### src/rtl/md_iter_unit.sv
// Iterative multiply/divide engine producing HI/LO for MULT/MULTU/DIV/DIVU.
// Radix-2 shift-add multiply and restoring divide, with a start/busy/done handshake and flush cancel.
module md_iter_unit #(
    parameter int WIDTH      = 32,
    parameter bit EARLY_ZERO = 1'b1
) (
    input  logic             clk,
    input  logic             resetn,
    input  logic             start,
    input  logic             op_mul,
    input  logic             md_is_sign,
    input  logic [WIDTH-1:0] a,
    input  logic [WIDTH-1:0] b,
    input  logic             cancel,
    output logic             busy,
    output logic             done,
    output logic [WIDTH-1:0] hi,
    output logic [WIDTH-1:0] lo,
    output logic             stall
);

    localparam int CW = $clog2(WIDTH + 1);
    localparam logic [CW-1:0] CNT_INIT = CW'(WIDTH);

    localparam logic [2:0] S_IDLE = 3'd0;
    localparam logic [2:0] S_PREP = 3'd1;
    localparam logic [2:0] S_CALC = 3'd2;
    localparam logic [2:0] S_FIX  = 3'd3;
    localparam logic [2:0] S_DONE = 3'd4;

    logic [2:0]         state, state_nxt;
    logic               op_mul_q, is_sign_q;
    logic [WIDTH-1:0]   a_q, b_q;
    logic               sign_a, sign_b, div_zero;
    logic [CW-1:0]      cnt;
    // acc upper half: partial product / remainder; lower half: multiplier / quotient
    logic [2*WIDTH-1:0] acc;
    logic [WIDTH-1:0]   opnd;

    logic               accept, short_path, mul_zero;
    logic [WIDTH-1:0]   abs_a, abs_b;
    logic [WIDTH:0]     mul_sum, div_shift;
    logic [WIDTH-1:0]   div_sub;
    logic               div_ge;
    logic [2*WIDTH-1:0] mul_next, div_next, prod_fix;
    logic [WIDTH-1:0]   fix_hi, fix_lo;

    assign accept = start & ~cancel & (state == S_IDLE | state == S_DONE);
    assign busy   = (state == S_PREP) | (state == S_CALC) | (state == S_FIX);
    assign done   = (state == S_DONE);
    assign stall  = busy | accept;

    assign abs_a = (is_sign_q & a_q[WIDTH-1]) ? -a_q : a_q;
    assign abs_b = (is_sign_q & b_q[WIDTH-1]) ? -b_q : b_q;

    assign mul_zero   = EARLY_ZERO && (a_q == '0 || b_q == '0);
    assign short_path = op_mul_q ? mul_zero : (b_q == '0);

    // One multiply step: conditionally add the multiplicand, then shift the pair right.
    assign mul_sum  = {1'b0, acc[2*WIDTH-1:WIDTH]} + (acc[0] ? {1'b0, opnd} : '0);
    assign mul_next = {mul_sum, acc[WIDTH-1:1]};

    // One restoring divide step: shift in the next dividend bit, subtract if it fits.
    assign div_shift = acc[2*WIDTH-1:WIDTH-1];
    assign div_ge    = div_shift >= {1'b0, opnd};
    assign div_sub   = div_shift[WIDTH-1:0] - opnd;
    assign div_next  = div_ge ? {div_sub, acc[WIDTH-2:0], 1'b1}
                              : {div_shift[WIDTH-1:0], acc[WIDTH-2:0], 1'b0};

    assign prod_fix = (sign_a ^ sign_b) ? -acc : acc;

    // NOTE: every output of a combinational block gets a default first so no latch is inferred.
    always_comb begin
        fix_hi = '0;
        fix_lo = '0;
        if (div_zero) begin
            fix_hi = a_q;
            fix_lo = '1;
        end else if (op_mul_q) begin
            fix_hi = prod_fix[2*WIDTH-1:WIDTH];
            fix_lo = prod_fix[WIDTH-1:0];
        end else begin
            fix_hi = sign_a ? -acc[2*WIDTH-1:WIDTH] : acc[2*WIDTH-1:WIDTH];
            fix_lo = (sign_a ^ sign_b) ? -acc[WIDTH-1:0] : acc[WIDTH-1:0];
        end
    end

    always_comb begin
        state_nxt = state;
        case (state)
            S_IDLE: if (accept) state_nxt = S_PREP;
            S_PREP: begin
                if (cancel)          state_nxt = S_IDLE;
                else if (short_path) state_nxt = S_FIX;
                else                 state_nxt = S_CALC;
            end
            S_CALC: begin
                if (cancel)                 state_nxt = S_IDLE;
                else if (cnt == CW'(1))     state_nxt = S_FIX;
            end
            S_FIX:  state_nxt = cancel ? S_IDLE : S_DONE;
            S_DONE: state_nxt = accept ? S_PREP : S_IDLE;
            default: state_nxt = S_IDLE;
        endcase
    end

    // NOTE: sequential state uses non-blocking assignments so all registers update together at the edge.
    always_ff @(posedge clk or negedge resetn) begin
        if (!resetn) begin
            state     <= S_IDLE;
            op_mul_q  <= 1'b0;
            is_sign_q <= 1'b0;
            a_q       <= '0;
            b_q       <= '0;
            sign_a    <= 1'b0;
            sign_b    <= 1'b0;
            div_zero  <= 1'b0;
            cnt       <= '0;
            acc       <= '0;
            opnd      <= '0;
            hi        <= '0;
            lo        <= '0;
        end else begin
            state <= state_nxt;
            if (accept) begin
                a_q       <= a;
                b_q       <= b;
                op_mul_q  <= op_mul;
                is_sign_q <= md_is_sign;
            end
            case (state)
                S_PREP: begin
                    sign_a   <= is_sign_q & a_q[WIDTH-1];
                    sign_b   <= is_sign_q & b_q[WIDTH-1];
                    div_zero <= ~op_mul_q & (b_q == '0);
                    cnt      <= CNT_INIT;
                    opnd     <= op_mul_q ? abs_a : abs_b;
                    if (op_mul_q)
                        acc <= mul_zero ? '0 : {{WIDTH{1'b0}}, abs_b};
                    else
                        acc <= {{WIDTH{1'b0}}, abs_a};
                end
                S_CALC: begin
                    cnt <= cnt - 1'b1;
                    acc <= op_mul_q ? mul_next : div_next;
                end
                S_FIX: begin
                    if (!cancel) begin
                        hi <= fix_hi;
                        lo <= fix_lo;
                    end
                end
                default: ;
            endcase
        end
    end

endmodule

### config.mk
export PLATFORM = sky130hd
export DESIGN_NAME = md_iter_unit
export DESIGN_NICKNAME = d
export VERILOG_FILES = /design/src/rtl/md_iter_unit.sv
export SDC_FILE = /design/constraint.sdc
export NUM_CORES = 1
export LEC_CHECK = 0
export ABC_AREA = 0
export BUFFER_PORTS_ARGS = -buffer_cell sky130_fd_sc_hd__buf_2
export CAP_MARGIN = 20
export CORE_ASPECT_RATIO = 1.5
export CORE_MARGIN = 2
export CORE_UTILIZATION = 55
export DETAILED_ROUTE_END_ITERATION = 8
export GPL_TIMING_DRIVEN = 0
export PLACE_DENSITY = 0.83
export SYNTH_ARGS = -nofsm -noshare
export SYNTH_HDL_FRONTEND = slang
export SYNTH_SLANG_ARGS = --single-unit
### constraint.sdc
create_clock -name clk -period 5.2 [get_ports clk]
set_input_delay 0.78 -clock clk [delete_from_list [all_inputs] [get_ports clk]]
set_output_delay 0.78 -clock clk [all_outputs]
set_load 0.03 [all_outputs]
==> run summary, run 1 <==
r2r setup slk - 500 ps
vias in the first global route - 17500
DR vias/cell - 6.57
gr ovfl total - 0
area of the mapped netlist - 0.0173 mm²
mux cell area share after synthesis - 6.60%
Final Core Density - 62.6%
Reg-to-Reg End - hi[28]$_DFFE_PN0P_
Clock transition at path regs - 70 ps
synthesized area per cell - 8.34 µm²
full die area - 0.0329 mm²
CP Max Fanout - 10
CP startpoint kind - flip-flop
predominant post-synthesis flop cell - dfrtp_1
Adder-Cell Fraction of Synth Area - 5.30%
initial antenna violation count - 3
row count - 79
Max Clk Rate - 213 MHz
initial cell density of the core - 55.9%
distinct cell type count after synthesis - 82
Worst slew margin - 18.8%
Ys Warns - 0
Routed WL per cell - 26.1 µm
max-slew violations - 0
Worst setup EP type - flip-flop
Hold Path Class - in -> async
syn_nets - 2213
CTS max path bufs - 3
worst reg2reg path depth - 12
status - finished, final reports clean
Core Box Area - 0.0309 mm²
pwr dens - 695 mW/mm²
Global Route Usage Sum - 42.0%
critical path class - reg -> reg
P&R area growth vs syn - 12.1%
Critical Path RT - 5680 ps
Simple-Gate Fraction of Synth Area - 17.0%
post-CTS setup repair buffer count - 0
Chip Width - 149 µm
fillcell total - 2686
htree depth - 1
Seq/Total Area, Yosys - 34.5%
first-pass GRT wire length - 105000 µm
IO Port Bufs - 136
final setup fails - 0
Mapped Cells - 2071
R2R Path Start - acc[0]$_DFFE_PN0P_
DRT iter0 DRCs - 1633
DRT Pass-1 Iters - 6
diodes inserted - 0
clock period minus worst slack - 4700 ps
Lkg Pwr - 8.45 nW
Hold Fails Final Rpt - 0
main combinational cell family by area after synthesis - compound AO/OA/AOI/OAI gates
gpl congestion - 1.03
Ports - 137
CTS Root Cell - clkbuf_16
Tcrit/Tclk final - 90.5%
TritonCTS Buffers - 25
DRT antenna net count - 0
Post-Route Skew - 16.4 ps
worst slew pin tran - 1210 ps
synthesized flop and latch total - 238
pin count of the biggest net entering global routing - 93
Synth Area in Compound Gates - 23.1%
fraction of final layout cells with drive strength greater than 1 - 13.3%
post-DP HPWL - 54400 µm
die height - 221 µm
Max-Cap Viols - 0
critical path arrival - 5180 ps
DP Area - 0.0185 mm²
worst skew pair latency - 550 ps
# DRC - 0
post-synthesis xor/xnor area fraction - 8.77%
routed wire length - 69300 µm
via count - 17500
asr flop ratio synth - 100%
unrepaired setup endpoints after global routing - false
EDFF count, synth - 0
final layout net count - 2379
worst IR drop on VDD - 0.406 mV
CTS tree - built
TritonCTS Sinks - 238
Final Cell Area - 0.0194 mm²
-- placed cells by master (no fill, tap or decap), types with 15 or more instances in the layout --
cell and n:
xor2_1 85, ha_1 70, xnor2_1 88, o211ai_1 30, inv_1 70, mux2_2 80, a31oi_1 21, buf_2 137
nor4_1 18, a22oi_1 16, nand3_1 28, a21o_1 24, dfrtp_1 238, o31ai_1 22, clkbuf_1 118, o22ai_1 15
or3_1 15, mux2i_1 24, nor2_1 200, o21ai_0 197, clkbuf_16 25, nand4_1 21, nand2_1 187, nand2b_1 16
a21oi_1 228, nor3_1 41
-- Yosys cell counts, types with 6 or more instances --
cell type	number	area, µm²
a211oi_1	9	67.6
a21o_1	24	180
a21oi_1	228	1140
a221oi_1	12	105
a22oi_1	16	120
a31oi_1	21	131
and2_1	11	68.8
and3_1	8	50.1
buf_1	6	22.5
clkbuf_1	115	432
dfrtp_1	238	5960
ha_1	70	876
inv_1	70	263
mux2_2	80	901
mux2i_1	24	240
nand2_1	187	702
nand2b_1	16	100
nand3_1	28	140
nand4_1	21	131
nor2_1	200	751
nor2b_1	11	68.8
nor3_1	41	205
nor4_1	19	119
nor4_2	6	75.1
o211ai_1	30	225
o21a_1	12	90.1
o21ai_0	197	986
o21ai_1	11	55.1
o21bai_1	8	60.1
o221ai_1	12	105
o22ai_1	15	93.8
o31ai_1	22	165
o41ai_1	8	70.1
or2_2	8	50.1
or3_1	15	93.8
or4_1	11	82.6
xnor2_1	88	771
xor2_1	85	744
-- how the worst max path moves through the flow --
| stage | start | endpoint | slack, ps | cells after the start |
|---|---|---|---|---|
| 2_1_floorplan | acc[0]$_DFFE_PN0P_ | acc[62]$_DFFE_PN0P_ | 1780 | 12 |
| 3_3_place_gp | resetn | cnt[1]$_DFFE_PN0P_ | -820 | 1 |
| 3_5_place_dp | acc[0]$_DFFE_PN0P_ | hi[28]$_DFFE_PN0P_ | 260 | 12 |
| 4_1_cts | acc[0]$_DFFE_PN0P_ | hi[28]$_DFFE_PN0P_ | 240 | 12 |
| 5_1_grt | acc[0]$_DFFE_PN0P_ | acc[62]$_DFFE_PN0P_ | 310 | 12 |
| 6_report | acc[0]$_DFFE_PN0P_ | hi[28]$_DFFE_PN0P_ | 500 | 12 |
-- stage by stage --
stage / setup TNS (ps) / hold WS (ps) / setup slack (ps) / total power [mW] / cells
6_report: 0 / 154 / 495 / 13.5 / 2658
2_1_floorplan: 0 / 446 / 1780 / 8.73 / 2071
3_5_place_dp: 0 / 454 / 262 / 11.3 / 2615
5_1_grt: 0 / 209 / 307 / 14.2 / 2658
4_1_cts: 0 / 187 / 245 / 13.2 / 2658
3_3_place_gp: -190440 / 449 / -824 / 11.2 / 2612
-- flip-flops by register name, indices dropped and copies added (netlist names), 3 cells and up --
register / flops
state: 3
cnt: 6
a_q: 32
opnd: 32
b_q: 32
hi: 32
lo: 32
acc: 64
-- timing repair --
item / CTS / global route
endpoints found under the setup margin: 0 / 6
resized for setup: 0 / 2
hold buffers: 0 / 0
-- metal layers --
metal	GRT usage [%]	share of wire, %	vias to the layer above
met5	0	0.019	-
li1	-	-	7784
met2	71.1	48	962
met4	32.7	9.8	2
met3	5.96	7.6	328
met1	47.1	34	8381
-- where the power goes --
group	switching, mW	internal, mW	total, mW
clock network	0.792	1.04	1.83
registers	0.959	2.52	3.48
logic	5.31	2.84	8.15
-- area by class of cell --
class,count,area (µm²),share of cell area (%)
multi-input combinational,1631,10500,54.3
sequential,238,5960,30.7
timing repair buffer,139,749,3.87
clock buffer,36,747,3.86
buffer,131,564,2.91
tap,405,507,2.62
inverter,71,267,1.38
clock inverter,7,68.8,0.355
-- critical path: stages, from the launching register on --
cell and delay (ps):
dfrtp_1 530, inv_1 250, clkbuf_1 710, ha_1 290
or3b_1 430, nor4_2 260, nand3_1 360, nor4_4 600
nand2_1 140, a311oi_1 350, xor2_1 130, o21ai_0 400
o21a_1 180
-- kinds of logic (layout without fill, tap and decap cells) --
logic type | count (synthesis) | count (layout)
and+or+nand+nor | 615 | 615
adders and majority gates | 72 | 72
xor gates and xnor gates | 173 | 173
AOI/OAI and AO/OA | 667 | 667
buffers and inverters | 202 | 384
DFF | 238 | 238
muxes | 104 | 104
(Power assumes the default switching activity.)
==> run 2: changes to the inputs <==
--- a/config.mk
+++ b/config.mk
@@ -13,7 +13,7 @@
 export CORE_UTILIZATION = 55
 export DETAILED_ROUTE_END_ITERATION = 8
 export GPL_TIMING_DRIVEN = 0
-export PLACE_DENSITY = 0.83
+export PLACE_DENSITY = 0.74
 export SYNTH_ARGS = -nofsm -noshare
 export SYNTH_HDL_FRONTEND = slang
 export SYNTH_SLANG_ARGS = --single-unit
==> run 2 against run 1 <==
Net effect: maximum frequency is 6.0% lower; register-to-register slack got worse by 300 ps; core utilization shrank 0.13 points; worst setup slack got worse by 300 ps; global-route usage rose by 0.18 points; final area fell by 0.21%; via count shrank 1.1%; power hardly changed; critical path type unchanged; largest power group unchanged; highest routed layer unchanged.
==> run summary, run 2 (same netlist as run 1, synthesis figures left out) <==
worst slew pin tran - 1210 ps
setup ws final - 195 ps
gr ovfl total - 0
Final Cell Area - 0.0193 mm²
sw frac - 52.7%
most common cell after layout, fill and taps aside - dfrtp_1
CP startpoint kind - flip-flop
first-pass GRT wire length - 105000 µm
critical path's slowest cell - clkbuf_1
CTS max path bufs - 3
critical path class - reg -> reg
TritonCTS Buffers - 25
r2r setup slk - 200 ps
IO Port Bufs - 136
Critical Path RT - 5680 ps
Flop pwr share - 25.8%
gpl congestion - 1.09
Chip Width - 149 µm
clock share of power - 13.7%
final layout net count - 2377
CTS tree - built
Hold Fails Final Rpt - 0
final setup fails - 0
Hold Path Class - in -> async
worst reg2reg path depth - 12
routed wire length - 69700 µm
CTS Hold Bufs - 0
full die area - 0.0329 mm²
DP Area - 0.0185 mm²
initial antenna violation count - 1
Tcrit/Tclk final - 96.2%
combinational share of power - 60.6%
via count - 17300
vias in the first global route - 17100
Critical Path Max Stage Delay - 770 ps
diodes inserted - 0
DR vias/cell - 6.50
Core Box Area - 0.0309 mm²
Reg-to-Reg End - hi[28]$_DFFE_PN0P_
placement-stage worst setup slack - 148 ps
Max Clk Rate - 200 MHz
unrepaired setup endpoints after global routing - false
switching power - 7.10 mW
DRT Pass-1 Iters - 5
Post-Route Skew - 33.4 ps
crit path cell chain - inv_1 -> clkbuf_1 -> ha_1 -> or3b_1 -> nor4_1 -> nand3_1 -> nor4_4 -> nand2_1 -> a311oi_1 -> xor2_1 -> o21ai_0 -> o21a_1
status - finished, final reports clean
worst skew pair latency - 570 ps
pwr dens - 697 mW/mm²
Ports - 137
multi-input logic area - 0.0105 mm²
post-CTS setup repair buffer count - 0
Reg with most FFs - acc
fraction of final layout cells with drive strength greater than 1 - 13.2%
setup TNS - 0 ps
Largest register FFs - 64
initial cell density of the core - 55.9%
DRT antenna net count - 0
Worst setup EP type - flip-flop
internal power - 6.37 mW
DRT iter0 DRCs - 1677
R2R Path Start - acc[0]$_DFFE_PN0P_
Clock transition at path regs - 70 ps
most frequent cells in the layout - dfrtp_1 (238), a21oi_1 (228), nor2_1 (200)
clock period minus worst slack - 5000 ps
CP bufs+invs - 2
die height - 221 µm
TritonCTS Sinks - 238
fillcell total - 2795
CTS Root Cell - clkbuf_16
Lkg Pwr - 8.42 nW
Max-Cap Viols - 0
Routed WL per cell - 26.2 µm
row count - 79
htree depth - 1
post-DP HPWL - 54300 µm
CP Max Fanout - 10
P&R area growth vs syn - 11.8%
max-slew violations - 0
# DRC - 0
worst IR drop on VDD - 0.452 mV
pin count of the biggest net entering global routing - 122
critical path arrival - 5480 ps
Global Route Usage Sum - 42.2%
Reg area - 0.00596 mm²
Crit path max-delay family - simple AND/OR/NAND/NOR gates
Worst slew margin - 19.2%
-- run 2: worst register-to-register path: stages (launching register included) --
cell and delay (ps):
dfrtp_1 520, inv_1 250, clkbuf_1 770, ha_1 310
or3b_1 410, nor4_1 430, nand3_1 390, nor4_4 620
nand2_1 160, a311oi_1 350, xor2_1 110, o21ai_0 430
o21a_1 190
-- run 2: how the worst max path moves through the flow --
stage | from | endpoint | slack [ps] | cells past startpoint
after CTS | acc[0]$_DFFE_PN0P_ | hi[28]$_DFFE_PN0P_ | 110 | 12
after detailed placement | acc[0]$_DFFE_PN0P_ | hi[28]$_DFFE_PN0P_ | 150 | 12
after floorplan | acc[0]$_DFFE_PN0P_ | acc[62]$_DFFE_PN0P_ | 1780 | 12
after global routing | acc[0]$_DFFE_PN0P_ | hi[28]$_DFFE_PN0P_ | 110 | 12
final | acc[0]$_DFFE_PN0P_ | hi[28]$_DFFE_PN0P_ | 200 | 12
after global placement | resetn | acc[56]$_DFFE_PN0P_ | -740 | 1
-- run 2: routing by layer --
layer  part of all wire, %  up-vias  wire length (µm)  track usage, %
met4                    10        2              7080            34.6
met5                 0.026        -                18               0
li1                      -     7779                 -               -
met2                    46      934             32100            67.7
met1                    36     8294             24800            49.4
met3                   8.1      264              5670            6.60
-- run 2: per-stage QoR --
stage	total power, mW	util, %	instances	hold slack, ps
floorplan	8.73	-	2071	446
detailed placement	11.3	59.8	2613	456
global placement	11.2	59.7	2612	450
CTS	13.2	62.4	2658	369
global route	14.3	62.5	2658	393
finish	13.5	62.5	2658	312
-- run 2: layout make-up --
type | count | share of cell area (%)
Clock inverter | 9 | 0.492
Sequential cell | 238 | 30.8
Clock buffer | 36 | 3.71
Multi-Input combinational cell | 1631 | 54.3
Buffer | 131 | 2.92
Inverter | 71 | 1.38
Tap cell | 405 | 2.62
Timing Repair Buffer | 137 | 3.72
-- run 2: timing repair --
action	4_1_cts	5_1_grt
resized for setup	0	1
endpoints found under the hold margin	0	0
endpoints found under the setup margin	0	1
-- run 2: power by group through the flow --
stage / logic, mW / registers (mW) / clock network [mW]
after CTS: 7.96 / 3.41 / 1.83
after global placement: 7.80 / 3.42 / 0
after global routing: 8.83 / 3.52 / 1.90
after floorplan: 5.23 / 3.50 / 0
after detailed placement: 7.91 / 3.44 / 0
final: 8.15 / 3.47 / 1.84
